`src/rtl/tdm_demux4.sv`:
```
// tdm_demux4: 4-channel TDM receiver.
// It tracks frame alignment from in_sof, stages samples, and presents each complete frame on four parallel outputs.
module tdm_demux4 #(
    parameter int DATA_W = 8
) (
    input  logic              clk,
    input  logic              rst_n,
    input  logic              in_valid,
    input  logic [DATA_W-1:0] in_data,
    input  logic              in_sof,
    output logic [DATA_W-1:0] out0,
    output logic [DATA_W-1:0] out1,
    output logic [DATA_W-1:0] out2,
    output logic [DATA_W-1:0] out3,
    output logic              frame_valid,
    output logic              locked,
    output logic              sync_err,
    output logic [7:0]        frame_cnt,
    output logic [7:0]        err_cnt
);

    typedef enum logic {HUNT, LOCKED} state_t;

    state_t      state;
    state_t      state_next;
    logic [1:0]  ch;
    logic [1:0]  ch_next;
    logic [DATA_W-1:0] sh0;
    logic [DATA_W-1:0] sh1;
    logic [DATA_W-1:0] sh2;

    logic load_sh0;
    logic load_sh1;
    logic load_sh2;
    logic frame_done;
    logic err_now;

    always_ff @(posedge clk or negedge rst_n) begin
        if (!rst_n) begin
            state <= HUNT;
            ch    <= 2'd0;
        end else begin
            state <= state_next;
            ch    <= ch_next;
        end
    end

    // Every accepted SOF restarts the slot count at channel 1, whether it locks, realigns, or resyncs.
    always_comb begin
        state_next = state;
        ch_next    = ch;
        if (in_valid) begin
            case (state)
                HUNT: begin
                    if (in_sof) begin
                        state_next = LOCKED;
                        ch_next    = 2'd1;
                    end
                end
                LOCKED: begin
                    if (in_sof) begin
                        ch_next = 2'd1;
                    end else if (ch == 2'd0) begin
                        state_next = HUNT;
                        ch_next    = 2'd0;
                    end else begin
                        ch_next = ch + 2'd1;
                    end
                end
                default: begin
                    state_next = HUNT;
                    ch_next    = 2'd0;
                end
            endcase
        end
    end

    always_comb begin
        load_sh0   = 1'b0;
        load_sh1   = 1'b0;
        load_sh2   = 1'b0;
        frame_done = 1'b0;
        err_now    = 1'b0;
        if (in_valid) begin
            load_sh0 = in_sof;
            if (state == LOCKED) begin
                err_now    = in_sof ? (ch != 2'd0) : (ch == 2'd0);
                load_sh1   = !in_sof && (ch == 2'd1);
                load_sh2   = !in_sof && (ch == 2'd2);
                frame_done = !in_sof && (ch == 2'd3);
            end
        end
    end

    // Outputs only move on a completed frame, so an abandoned partial frame never leaks out.
    always_ff @(posedge clk or negedge rst_n) begin
        if (!rst_n) begin
            sh0         <= '0;
            sh1         <= '0;
            sh2         <= '0;
            out0        <= '0;
            out1        <= '0;
            out2        <= '0;
            out3        <= '0;
            frame_valid <= 1'b0;
            sync_err    <= 1'b0;
            locked      <= 1'b0;
            frame_cnt   <= 8'd0;
            err_cnt     <= 8'd0;
        end else begin
            if (load_sh0) sh0 <= in_data;
            if (load_sh1) sh1 <= in_data;
            if (load_sh2) sh2 <= in_data;
            if (frame_done) begin
                out0      <= sh0;
                out1      <= sh1;
                out2      <= sh2;
                out3      <= in_data;
                frame_cnt <= frame_cnt + 8'd1;
            end
            if (err_now && (err_cnt != 8'd255)) err_cnt <= err_cnt + 8'd1;
            frame_valid <= frame_done;
            sync_err    <= err_now;
            locked      <= (state_next == LOCKED);
        end
    end

endmodule

```
`config.mk`:
```
export PLATFORM = sky130hd
export DESIGN_NAME = tdm_demux4
export DESIGN_NICKNAME = d
export VERILOG_FILES = /design/src/rtl/tdm_demux4.sv
export SDC_FILE = /design/constraint.sdc
export NUM_CORES = 1
export LEC_CHECK = 0
export CAP_MARGIN = 20
export CORE_ASPECT_RATIO = 1.25
export CORE_MARGIN = 4
export CORE_UTILIZATION = 40
export DETAILED_ROUTE_END_ITERATION = 12
export MAX_ROUTING_LAYER = met4
export SYNTH_ARGS = -nofsm -noshare
export SYNTH_HDL_FRONTEND = slang
export SYNTH_SLANG_ARGS = --single-unit
```
`constraint.sdc`:
```
create_clock -name clk -period 4.44 [get_ports clk]
set_clock_uncertainty 0.15 [all_clocks]
set_input_delay 0.666 -clock clk [delete_from_list [all_inputs] [get_ports clk]]
set_output_delay 0.666 -clock clk [all_outputs]
set_load 0.02 [all_outputs]
```
==> summary.txt <==
Outcome
  – Outcome: completed

Power and ir drop
  – P_int: 0.00168 W
  – Power density cells: 641 nW/um^2
  – Sequential Power Share: 0.442
  – Leak: 1.94 nW
  – Power share of the clock group: 0.181
  – Net Switching: 0.000909 W
  – Sw Share: 0.351
  – Maximum VDD drop: 0.270 mV
  – Combinational power share: 0.377

Clock network
  – Num CTS Buffers: 9
  – Hold buffer count at CTS: 0
  – Buffer count from post-CTS setup fixing: 0
  – CTS tree: yes
  – # resized after CTS: 0
  – Clock insertion delay at the later pin of the skew report: 0.34 ns
  – Htree depth: 3
  – CTS Buffer Depth: 2
  – Worst-path clk slew: 0.08 ns
  – Clock Sinks: 77
  – Clock Tree Root: clkbuf_8

Critical path
  – Critical Path AT: 1.60 ns
  – Top Family by Delay on Critical Path: buffers and inverters
  – Max stage delay on crit path: 0.69 ns
  – Worst Path Required: 3.62 ns
  – Worst Path Buf+Inv: 1
  – Crit path cell chain: clkdlybuf4s50_1
  – Crit-path slowest cell: clkdlybuf4s50_1
  – CP max FO: 10
  – CP Capture Type: primary output
  – Crit Path Class: reg -> out
  – Startpoint Class: flop

Global routing
  – Pin count of the biggest net entering global routing: 78
  – Global Route Usage Sum: 0.153
  – Global-route wire length before repair: 10.7 mm
  – Vias in the first global route: 2173
  – GRT overflow: 0
  – Initial antenna violation count: 0

Logic synthesis
  – Post-synthesis cell type count: 33
  – Top-area cell type share of the netlist area: 0.604
  – Async set or reset register ratio after synthesis: 1.00
  – Register bit total from synthesis: 77
  – Synth top cells by count: nand2_1, dfrtp_1, mux2_2, ha_1, nand3_1
  – Post-synth top flop: dfrtp_1
  – Largest area contributor in the netlist: dfrtp_1
  – Syn. warnings: 0
  – Mean Syn Cell Area: 11.4 sq um
  – Sequential area share after synthesis: 0.604
  – Post-synth EDFFs: 0
  – Most common cell in the synthesized netlist: nand2_1
  – Synthesized cell area: 3190 sq um
  – Cells after synthesis: 281
  – Synth top area cells: dfrtp_1, nand2_1, mux2_2
  – Syn_nets: 301

STA
  – RSZ-0062 raised after global routing: no
  – Final Cycle Share: 0.545
  – Final TNS setup: 0 ns
  – Final min period: 2.42 ns
  – Final Hold Viols: 0
  – Slew @ Worst Pin: 0.956 ns
  – F_max: 413 MHz
  – Hold slack: 0.314 ns
  – Final Max Slew Viols: 0
  – Relative slew margins: 0.363
  – Final setup violation count: 0

Placement
  – Placer Congestion: 0.808
  – DP Wirelength: 4.11 mm
  – PortBufs: 62

Routing
  – Pre-antenna DRT Iters: 4
  – DRT antenna net count: 0
  – Initial DRC count: 56
  – Routed WL: 6.25 mm
  – Routed len/inst: 14.0 um
  – Total number of vias: 2115
  – Vias per std cell: 4.74
  – DR DRC count: 0

Run
  – Max Cap Viol: 0

Cells and area
  – Area Overhead vs Synth: 26.7%
  – Ant. Diodes: 0
  – Filler cells: 727
  – Nets: 366
  – Layout cells sized above 1: 0.148
  – Sequential cell area: 1930 sq um
  – Area taken by multi-input logic gates: 1180 sq um

Floorplan
  – Die ar.: 9480 sq um
  – Io pins: 63
  – Die X: 87.9 um
  – Core region area: 7790 sq um
  – DIE HEIGHT: 108 um
  – Initial core utilization: 0.409
  – Cell row count: 36

Min path
  – HP Class: reg -> reg
[layout make-up]
type,instances,share of cell area
sequential,77,0.477
clock inverter,1,0.00124
inverter,6,0.00557
timing repair buffer,63,0.155
clock buffer,15,0.0412
multi-input combinational,189,0.291
tap,95,0.0294
[path summary, 6_finish.rpt]
kind | from | to | slack (ns) | cells after the start
min in group asynchronous | rst_n | out0[5] | 0.32 | 1
max reg2reg | ch[0] | err_cnt[7] | 2.33 | 6
max | locked | locked | 2.02 | 1
min | sh1[7] | out1[7] | 0.31 | 2
min reg2reg | sh1[7] | out1[7] | 0.31 | 2
max in group asynchronous | rst_n | frame_cnt[6] | 3.21 | 1
[flip-flops by register name, summed over array words and instances, names as in the netlist]
name and count:
ch 2, frame_cnt 8, sh1 8, sync_err 1, err_cnt 8, sh0 8, frame_valid 1, sh2 8
out1 8, out2 8, out0 8, locked 1, out3 8
[layer usage]
metal	track usage	share of wire	vias to the layer above
li1	-	-	1051
met1	0.187	0.45	1016
met2	0.240	0.49	39
met3	0.0413	0.040	9
met4	0.0592	0.017	0
met5	-	0	-
[cells in the final DEF, fill, tap and decap left out, drive strengths merged, types with 3 or more instances in the layout]
master	instances
clkdlybuf4s50	61
mux2	29
ha	8
xor2	3
nor3	4
dfrtp	77
nand3	6
nand4	4
nand2	109
clkbuf	15
inv	6
a21oi	3
xnor2	5
o21ai	3
[power by group through the flow]
stage                     clock network (W)  registers, W  logic, W
after floorplan                           0       0.00133  0.000361
after global placement                    0       0.00116  0.000979
after detailed placement                  0       0.00116  0.000993
after CTS                          0.000490       0.00115  0.000995
after global routing               0.000520       0.00119   0.00107
final                              0.000469       0.00115  0.000977
[metrics by stage]
step / util / total power [W] / instances / setup WS, ns / cell area (sq um)
after floorplan: - / 0.00169 / 281 / 2.40 / 3190
after global placement: 0.497 / 0.00213 / 430 / 1.78 / 3870
after detailed placement: 0.497 / 0.00216 / 430 / 1.73 / 3870
after CTS: 0.519 / 0.00264 / 446 / 1.99 / 4040
after global routing: 0.519 / 0.00278 / 446 / 1.92 / 4040
final: 0.519 / 0.00259 / 446 / 2.02 / 4040
[logic make-up after synthesis]
family,synth area share
AND/OR/NAND/NOR,0.191
adder cells (fa/ha/maj),0.0314
AO/OA/AOI/OAI,0.0212
XOR/XNOR,0.0220
multiplexers,0.104
flip-flops,0.604
buffers and inverters,0.0274
No activity file was read; power rests on OpenSTA's default activity.
